### src/rtl/clk_src_ctrl_if.sv
// Clock-source sequencer pin bundle.
//   sel_req_i      raw select request from the board pin (0 = PLL, 1 = external)
//   alt_clk_tgl_i  divided toggle derived from the external clock
//   mux_sel_o      global clock mux select
//   sys_rst_req_o  active-high request holding the system in reset
//   busy_o         sequencer is not idle
//   alt_clk_ok_o   external clock judged present
//   fallback_o     sticky: forced return to the PLL after external clock loss
// master drives the requests (board/bench side); slave is the sequencer.
interface clk_src_ctrl_if;
  logic sel_req_i;
  logic alt_clk_tgl_i;
  logic mux_sel_o;
  logic sys_rst_req_o;
  logic busy_o;
  logic alt_clk_ok_o;
  logic fallback_o;

  modport master (
    output sel_req_i,
    output alt_clk_tgl_i,
    input  mux_sel_o,
    input  sys_rst_req_o,
    input  busy_o,
    input  alt_clk_ok_o,
    input  fallback_o
  );

  modport slave (
    input  sel_req_i,
    input  alt_clk_tgl_i,
    output mux_sel_o,
    output sys_rst_req_o,
    output busy_o,
    output alt_clk_ok_o,
    output fallback_o
  );
endinterface

### src/rtl/clk_src_ctrl.sv
// Clock-source sequencer: debounces the select request, watches the external
// clock toggle, and changes the global clock mux only while the system is held
// in reset (IDLE -> DRAIN -> SWITCH -> SETTLE -> IDLE).
//   clk_sys_i  free-running reference clock (single domain)
//   rst_sys_i  asynchronous active-high reset
//   bus        clk_src_ctrl_if.slave: requests in, mux select / reset request /
//              status out, all registered
module clk_src_ctrl #(
  parameter int unsigned DebounceCycles = 16,
  parameter int unsigned HoldCycles     = 64,
  parameter int unsigned SettleCycles   = 256,
  parameter int unsigned TimeoutCycles  = 1024
) (
  input  logic           clk_sys_i,
  input  logic           rst_sys_i,
  clk_src_ctrl_if.slave  bus
);

  localparam int unsigned DebW    = (DebounceCycles > 1) ? $clog2(DebounceCycles) : 1;
  localparam int unsigned HoldW   = (HoldCycles     > 1) ? $clog2(HoldCycles)     : 1;
  localparam int unsigned SettleW = (SettleCycles   > 1) ? $clog2(SettleCycles)   : 1;
  localparam int unsigned WdW     = (TimeoutCycles  > 1) ? $clog2(TimeoutCycles)  : 1;

  localparam logic [DebW-1:0]    DebLast    = DebW'(DebounceCycles - 1);
  localparam logic [HoldW-1:0]   HoldLast   = HoldW'(HoldCycles - 1);
  localparam logic [SettleW-1:0] SettleLast = SettleW'(SettleCycles - 1);
  localparam logic [WdW-1:0]     WdLast     = WdW'(TimeoutCycles - 1);

  typedef enum logic [1:0] {
    IDLE   = 2'd0,
    DRAIN  = 2'd1,
    SWITCH = 2'd2,
    SETTLE = 2'd3
  } state_e;

  // Select synchronizer and debounce
  logic            sel_s1_q;
  logic            sel_s2_q;
  logic            sel_stable_q;
  logic [DebW-1:0] deb_cnt_q;

  always_ff @(posedge clk_sys_i or posedge rst_sys_i) begin
    if (rst_sys_i) begin
      sel_s1_q     <= 1'b0;
      sel_s2_q     <= 1'b0;
      sel_stable_q <= 1'b0;
      deb_cnt_q    <= '0;
    end else begin
      sel_s1_q <= bus.sel_req_i;
      sel_s2_q <= sel_s1_q;
      // A single-bit sample that differs from sel_stable necessarily agrees
      // with every other differing sample, so any equal sample is a bounce.
      if (sel_s2_q != sel_stable_q) begin
        if (deb_cnt_q == DebLast) begin
          sel_stable_q <= sel_s2_q;
          deb_cnt_q    <= '0;
        end else begin
          deb_cnt_q <= deb_cnt_q + DebW'(1);
        end
      end else begin
        deb_cnt_q <= '0;
      end
    end
  end

  // External-clock toggle synchronizer, edge detect and watchdog
  logic           tgl_s1_q;
  logic           tgl_s2_q;
  logic           tgl_s3_q;
  logic           alt_edge;
  logic [WdW-1:0] wd_cnt_q;
  logic           alt_ok_q;
  logic           alt_ok_dly_q;

  assign alt_edge = tgl_s2_q ^ tgl_s3_q;

  always_ff @(posedge clk_sys_i or posedge rst_sys_i) begin
    if (rst_sys_i) begin
      tgl_s1_q     <= 1'b0;
      tgl_s2_q     <= 1'b0;
      tgl_s3_q     <= 1'b0;
      wd_cnt_q     <= '0;
      alt_ok_q     <= 1'b0;
      alt_ok_dly_q <= 1'b0;
    end else begin
      tgl_s1_q     <= bus.alt_clk_tgl_i;
      tgl_s2_q     <= tgl_s1_q;
      tgl_s3_q     <= tgl_s2_q;
      alt_ok_dly_q <= alt_ok_q;
      if (alt_edge) begin
        wd_cnt_q <= '0;
        alt_ok_q <= 1'b1;
      end else if (wd_cnt_q == WdLast) begin
        // Saturate: the counter holds here until the next edge.
        alt_ok_q <= 1'b0;
      end else begin
        wd_cnt_q <= wd_cnt_q + WdW'(1);
      end
    end
  end

  // Sticky fallback: external clock dropped while the mux was on it
  logic fallback_q;
  logic mux_sel_q;

  always_ff @(posedge clk_sys_i or posedge rst_sys_i) begin
    if (rst_sys_i) begin
      fallback_q <= 1'b0;
    end else if (!sel_stable_q) begin
      fallback_q <= 1'b0;
    end else if (alt_ok_dly_q && !alt_ok_q && mux_sel_q) begin
      fallback_q <= 1'b1;
    end
  end

  // Mux target; the FSM only looks at it in IDLE and SWITCH
  logic tgt;
  assign tgt = sel_stable_q & alt_ok_q & ~fallback_q;

  // Switch sequencer with registered outputs
  state_e             state_q;
  logic [HoldW-1:0]   hold_cnt_q;
  logic [SettleW-1:0] settle_cnt_q;
  logic               sys_rst_req_q;
  logic               busy_q;

  always_ff @(posedge clk_sys_i or posedge rst_sys_i) begin
    if (rst_sys_i) begin
      state_q       <= SETTLE;
      hold_cnt_q    <= '0;
      settle_cnt_q  <= '0;
      mux_sel_q     <= 1'b0;
      sys_rst_req_q <= 1'b1;
      busy_q        <= 1'b1;
    end else begin
      case (state_q)
        IDLE: begin
          if (tgt != mux_sel_q) begin
            state_q       <= DRAIN;
            hold_cnt_q    <= '0;
            sys_rst_req_q <= 1'b1;
            busy_q        <= 1'b1;
          end
        end
        DRAIN: begin
          if (hold_cnt_q == HoldLast) begin
            state_q <= SWITCH;
          end else begin
            hold_cnt_q <= hold_cnt_q + HoldW'(1);
          end
        end
        SWITCH: begin
          // Target re-sampled here; an unchanged target still runs SETTLE.
          mux_sel_q    <= tgt;
          state_q      <= SETTLE;
          settle_cnt_q <= '0;
        end
        SETTLE: begin
          if (settle_cnt_q == SettleLast) begin
            state_q       <= IDLE;
            sys_rst_req_q <= 1'b0;
            busy_q        <= 1'b0;
          end else begin
            settle_cnt_q <= settle_cnt_q + SettleW'(1);
          end
        end
        default: begin
          state_q       <= SETTLE;
          settle_cnt_q  <= '0;
          sys_rst_req_q <= 1'b1;
          busy_q        <= 1'b1;
        end
      endcase
    end
  end

  assign bus.mux_sel_o     = mux_sel_q;
  assign bus.sys_rst_req_o = sys_rst_req_q;
  assign bus.busy_o        = busy_q;
  assign bus.alt_clk_ok_o  = alt_ok_q;
  assign bus.fallback_o    = fallback_q;

endmodule

### src/flat_wrapper.sv
// flat-port wrapper written by rule: the top's interface ports become plain ports
module clk_src_ctrl_flat 
#(
  parameter int unsigned DebounceCycles = 16,
  parameter int unsigned HoldCycles     = 64,
  parameter int unsigned SettleCycles   = 256,
  parameter int unsigned TimeoutCycles  = 1024
)
  (clk_sys_i, rst_sys_i, bus_sel_req_i, bus_alt_clk_tgl_i, bus_mux_sel_o, bus_sys_rst_req_o, bus_busy_o, bus_alt_clk_ok_o, bus_fallback_o);
  clk_src_ctrl_if bus_i ();
  input  logic clk_sys_i;
  input  logic rst_sys_i;
  input wire logic [$bits(bus_i.sel_req_i)-1:0] bus_sel_req_i;
  input wire logic [$bits(bus_i.alt_clk_tgl_i)-1:0] bus_alt_clk_tgl_i;
  output wire logic [$bits(bus_i.mux_sel_o)-1:0] bus_mux_sel_o;
  output wire logic [$bits(bus_i.sys_rst_req_o)-1:0] bus_sys_rst_req_o;
  output wire logic [$bits(bus_i.busy_o)-1:0] bus_busy_o;
  output wire logic [$bits(bus_i.alt_clk_ok_o)-1:0] bus_alt_clk_ok_o;
  output wire logic [$bits(bus_i.fallback_o)-1:0] bus_fallback_o;
  assign bus_i.sel_req_i = bus_sel_req_i;
  assign bus_i.alt_clk_tgl_i = bus_alt_clk_tgl_i;
  assign bus_mux_sel_o = bus_i.mux_sel_o;
  assign bus_sys_rst_req_o = bus_i.sys_rst_req_o;
  assign bus_busy_o = bus_i.busy_o;
  assign bus_alt_clk_ok_o = bus_i.alt_clk_ok_o;
  assign bus_fallback_o = bus_i.fallback_o;
  clk_src_ctrl #(.DebounceCycles(DebounceCycles), .HoldCycles(HoldCycles), .SettleCycles(SettleCycles), .TimeoutCycles(TimeoutCycles)) u_core (.clk_sys_i(clk_sys_i), .rst_sys_i(rst_sys_i), .bus(bus_i));
endmodule
### config.mk
export PLATFORM = sky130hd
export DESIGN_NAME = clk_src_ctrl_flat
export DESIGN_NICKNAME = d
export VERILOG_FILES = /design/src/rtl/clk_src_ctrl_if.sv /design/src/rtl/clk_src_ctrl.sv /design/src/flat_wrapper.sv
export SDC_FILE = /design/constraint.sdc
export NUM_CORES = 1
export LEC_CHECK = 0
export ABC_CLOCK_PERIOD_IN_PS = 1700
export CORE_AREA = 2 2 74 76
export DETAILED_ROUTE_END_ITERATION = 8
export DIE_AREA = 0 0 76 78
export SETUP_SLACK_MARGIN = 0.02
export SKIP_LAST_GASP = 1
export SYNTH_ARGS = -nofsm -noshare
export SYNTH_HDL_FRONTEND = slang
export SYNTH_SLANG_ARGS = --single-unit
export TNS_END_PERCENT = 30
### constraint.sdc
create_clock -name clk_sys_i -period 1.7 [get_ports clk_sys_i]
set_input_delay 0.51 -clock clk_sys_i [delete_from_list [all_inputs] [get_ports clk_sys_i]]
set_output_delay 0.51 -clock clk_sys_i [all_outputs]
set_load 0.01 [all_outputs]
==> key figures <==
Logic synthesis
  • Post-synth cell types: 40
  • Mapped Area: 2024 sq um
  • Ys Warns: 0
  • Cell count after synthesis: 188
  • Synth Area per Inst: 10.77 sq um
  • FF+latch count, synth: 41
  • Syn_nets: 201
  • Register area share after synthesis: 50.87%

Die
  • CORE AREA: 5042 sq um
  • Rows: 26
  • Top-Level Pins: 9
  • Die X: 76 microns
  • Die H: 78 microns
  • Initial Utilization: 40.15%
  • Die Area: 5928 sq um

STA
  • RSZ-0062 raised after global routing: yes
  • # setup viols final: 6
  • Slew of the pin with the lowest slew margin: 344.1 ps
  • Worst rel slew slack: 76.90%
  • Final setup TNS: -194.0 ps
  • Final min period: 1774 ps
  • Final Skew: 5.008 ps
  • Period utilization: 104.4%
  • Fin. Hold Viols: 0
  • Setup WS post-layout: -74.16 ps
  • Slew Viols, Final: 0
  • Max Fclk: 0.5636 GHz
  • Hold Slack: 359.2 ps

CTS
  • Clock latency on the worst-skew pair: 290 ps
  • CTS tree: done
  • H-tree depth: 2
  • Clock tree buffer depth: 2
  • Root Buffer: clkbuf_8
  • Num CTS Buffers: 5
  • Clk sink count: 41
  • CTS clock-pin slew for the worst setup and hold paths: 80 ps

Min path
  • Hold Path Class: reg2reg

Routing
  • WL/cell: 12.47 microns
  • DRT antenna net count: 0
  • TritonRoute pass-1 iters: 4
  • DRC marker count from the first detailed-route iteration: 64
  • Routed vias: 1486
  • # DRC: 0
  • Vias per cell: 5.124
  • Drt total wl: 3.617 mm

Setup path
  • CP endpoint kind: flip-flop
  • CP Cell Sequence: inv_2 > ha_4 > and2_4 > mux2_4 > a21o_4 > mux2_4
  • Setup Crit Path Kind: reg2reg
  • Critical path's top delay family: multiplexers
  • Critical Path Fanout Max: 4
  • WP data arrival: 1960 ps
  • Most used cell, CP: mux2_4
  • Startpoint types: flip-flop
  • WP data required: 1880 ps
  • Crit path max-delay cell type: dfstp_2
  • Worst path max stage delay: 540 ps
  • Buf/Inv on CP: 1

Finish
  • Area of the multi-input gates: 969.7 sq um
  • Diode count: 0
  • Nets: 232
  • Area delta synth->final: 22.81%
  • Filler cells: 470
  • Final Util: 49.31%
  • FF+latch area: 1031 sq um
  • Share of layout cells above drive strength 1: 21.82%

Power and ir drop
  • P per Cell Area: 1223 nW/um^2
  • LEAKAGE: 1.152 nW
  • Maximum vdd drop: 685.2 uV

Global routing
  • Initial antenna violation count: 0
  • Congestion Overflow GR: 0
  • GR Layer Usage met3: 3.140%
  • First-pass GRT wire length: 6.568 mm
  • Met1 Use GR: 18.20%
  • Global route hottest layer: met2
  • Met2 Usage GRT: 21.43%
  • Tot GR Track Use: 13.80%
  • Largest net degree at the start of global routing: 42
  • Vias in the first global route: 1460

Outcome
  • Failing checks: setup timing
  • Status: finished with violations

Flow run
  • Max Cap Viol: 0

Place
  • Gp weighted congestion: 0.8307
  • I/O Buffers: 8
  • Post-DP HPWL: 2.477 mm
## Yosys cell counts (all sizes together)
master  instances  area (sq um)
buf             2         18.77
nand2           9         33.78
and3b           2         17.52
or2             1         6.260
xnor2           6         52.55
nand3          10         50.05
mux2            5         63.81
and4            2         17.52
a311oi          1         8.760
clkbuf          4         15.01
inv             7         26.28
ha              9         112.6
a211o           2         17.52
and2            3         18.77
nor3b           3         22.52
nand4           4         25.02
nor3            4         20.02
a21oi          14         70.07
o31ai           1         7.510
nand3b          1         7.510
nand4b          1         8.760
nor2b           3         18.77
dfstp           3         78.83
xor2            4         35.03
nor2            7         26.28
a31oi           7         43.79
a211oi          1         7.510
o21a            2         15.01
dfrtp          38         950.9
mux2i           5         50.05
nor4b           2         17.52
and3            8         50.05
nand2b          3         18.77
a21o            5         45.04
o22ai           1         6.260
o21ai           8         40.03
## power by group
part / internal, W / switching (W) / leakage [nW] / total (W)
combinational: 0.000570 / 0.000507 / 0.568 / 0.00108
sequential: 0.00109 / 0.0000817 / 0.530 / 0.00118
clock: 0.000439 / 0.000350 / 0.0543 / 0.000789
## layout make-up
| cell class | count | area share [%] |
|---|---|---|
| multi-input combinational | 134 | 39.00 |
| clock inverter | 3 | 1.862 |
| tap | 70 | 3.523 |
| clock buffer | 5 | 2.768 |
| sequential | 41 | 41.47 |
| inverter | 7 | 1.057 |
| timing repair buffer | 30 | 10.32 |
## layer usage
layer,share of wire [%],wire length (microns)
met1,50,1792
met2,46,1668
met3,2.5,90
met4,1.8,65
met5,0,0
## worst register-to-register path, cell delays in order, from the launching register on
cell,delay (ps)
dfstp_2,540
inv_2,50
ha_4,160
and2_4,130
mux2_4,280
a21o_4,210
mux2_4,290
## layout by cell type (no fill, tap or decap), drive strengths merged, types with 2 or more instances in the layout
master	count
a21oi	14
ha	9
nor3	4
clkdlybuf4s50	4
and3	8
mux2	5
dfstp	3
o21ai	8
nand4	4
a211o	2
nand3	10
mux2i	5
and3b	2
and2	3
nor2	7
o21a	2
dfrtp	38
and4	2
nor2b	3
nand2	9
a31oi	7
clkbuf	5
xor2	4
dlygate4sd2	3
nor4b	2
nor3b	3
xnor2	6
a21o	5
buf	22
inv	7
nand2b	3
## metrics by stage
stage | total power [W] | instances | setup slack, ps | cell area (sq um)
after global placement | 0.002232 | 280 | -55.24 | 2336
after floorplan | 0.001841 | 188 | -84.43 | 2039
after detailed placement | 0.002247 | 280 | -78.90 | 2336
after CTS | 0.003055 | 289 | -96.93 | 2456
final | 0.003042 | 290 | -74.16 | 2486
after global routing | 0.003272 | 290 | -111.6 | 2486
## cell families after synthesis
| group | share of synthesized area (%) |
|---|---|
| and+or+nand+nor | 17.74 |
| AOI/OAI and AO/OA | 12.92 |
| DFF | 50.87 |
| buffers and inverters | 2.967 |
| xor gates and xnor gates | 4.326 |
| muxes | 5.624 |
| adders and majority gates | 5.563 |
## path summary, 6_finish.rpt
kind / end / start / depth (start not counted) / slack [ps]
setup / recovery: u_core.hold_cnt_q[0] / u_core.state_q[1] / 6 / -70
max in group asynchronous: u_core.state_q[1] / rst_sys_i / 3 / 870
setup reg to reg: u_core.hold_cnt_q[0] / u_core.state_q[1] / 6 / -70
hold reg to reg: u_core.tgl_s2_q / u_core.tgl_s1_q / 0 / 360
hold / removal: u_core.tgl_s2_q / u_core.tgl_s1_q / 0 / 360
min in group asynchronous: u_core.settle_cnt_q[7] / rst_sys_i / 3 / 570
## sequential cells by signal, indices dropped and copies added (netlist names), 2 cells and up
signal,count
u_core.hold_cnt_q,6
u_core.state_q,2
u_core.wd_cnt_q,10
u_core.settle_cnt_q,8
u_core.deb_cnt_q,4
## what timing repair did
action / CTS / global route
buffers inserted: 1 / 1
gates resized for setup: 4 / 5
hold buffers: 0 / 0
endpoints found under the setup margin: 10 / 12
pin swaps: 0 / 4
No activity file was read; power rests on OpenSTA's default activity.
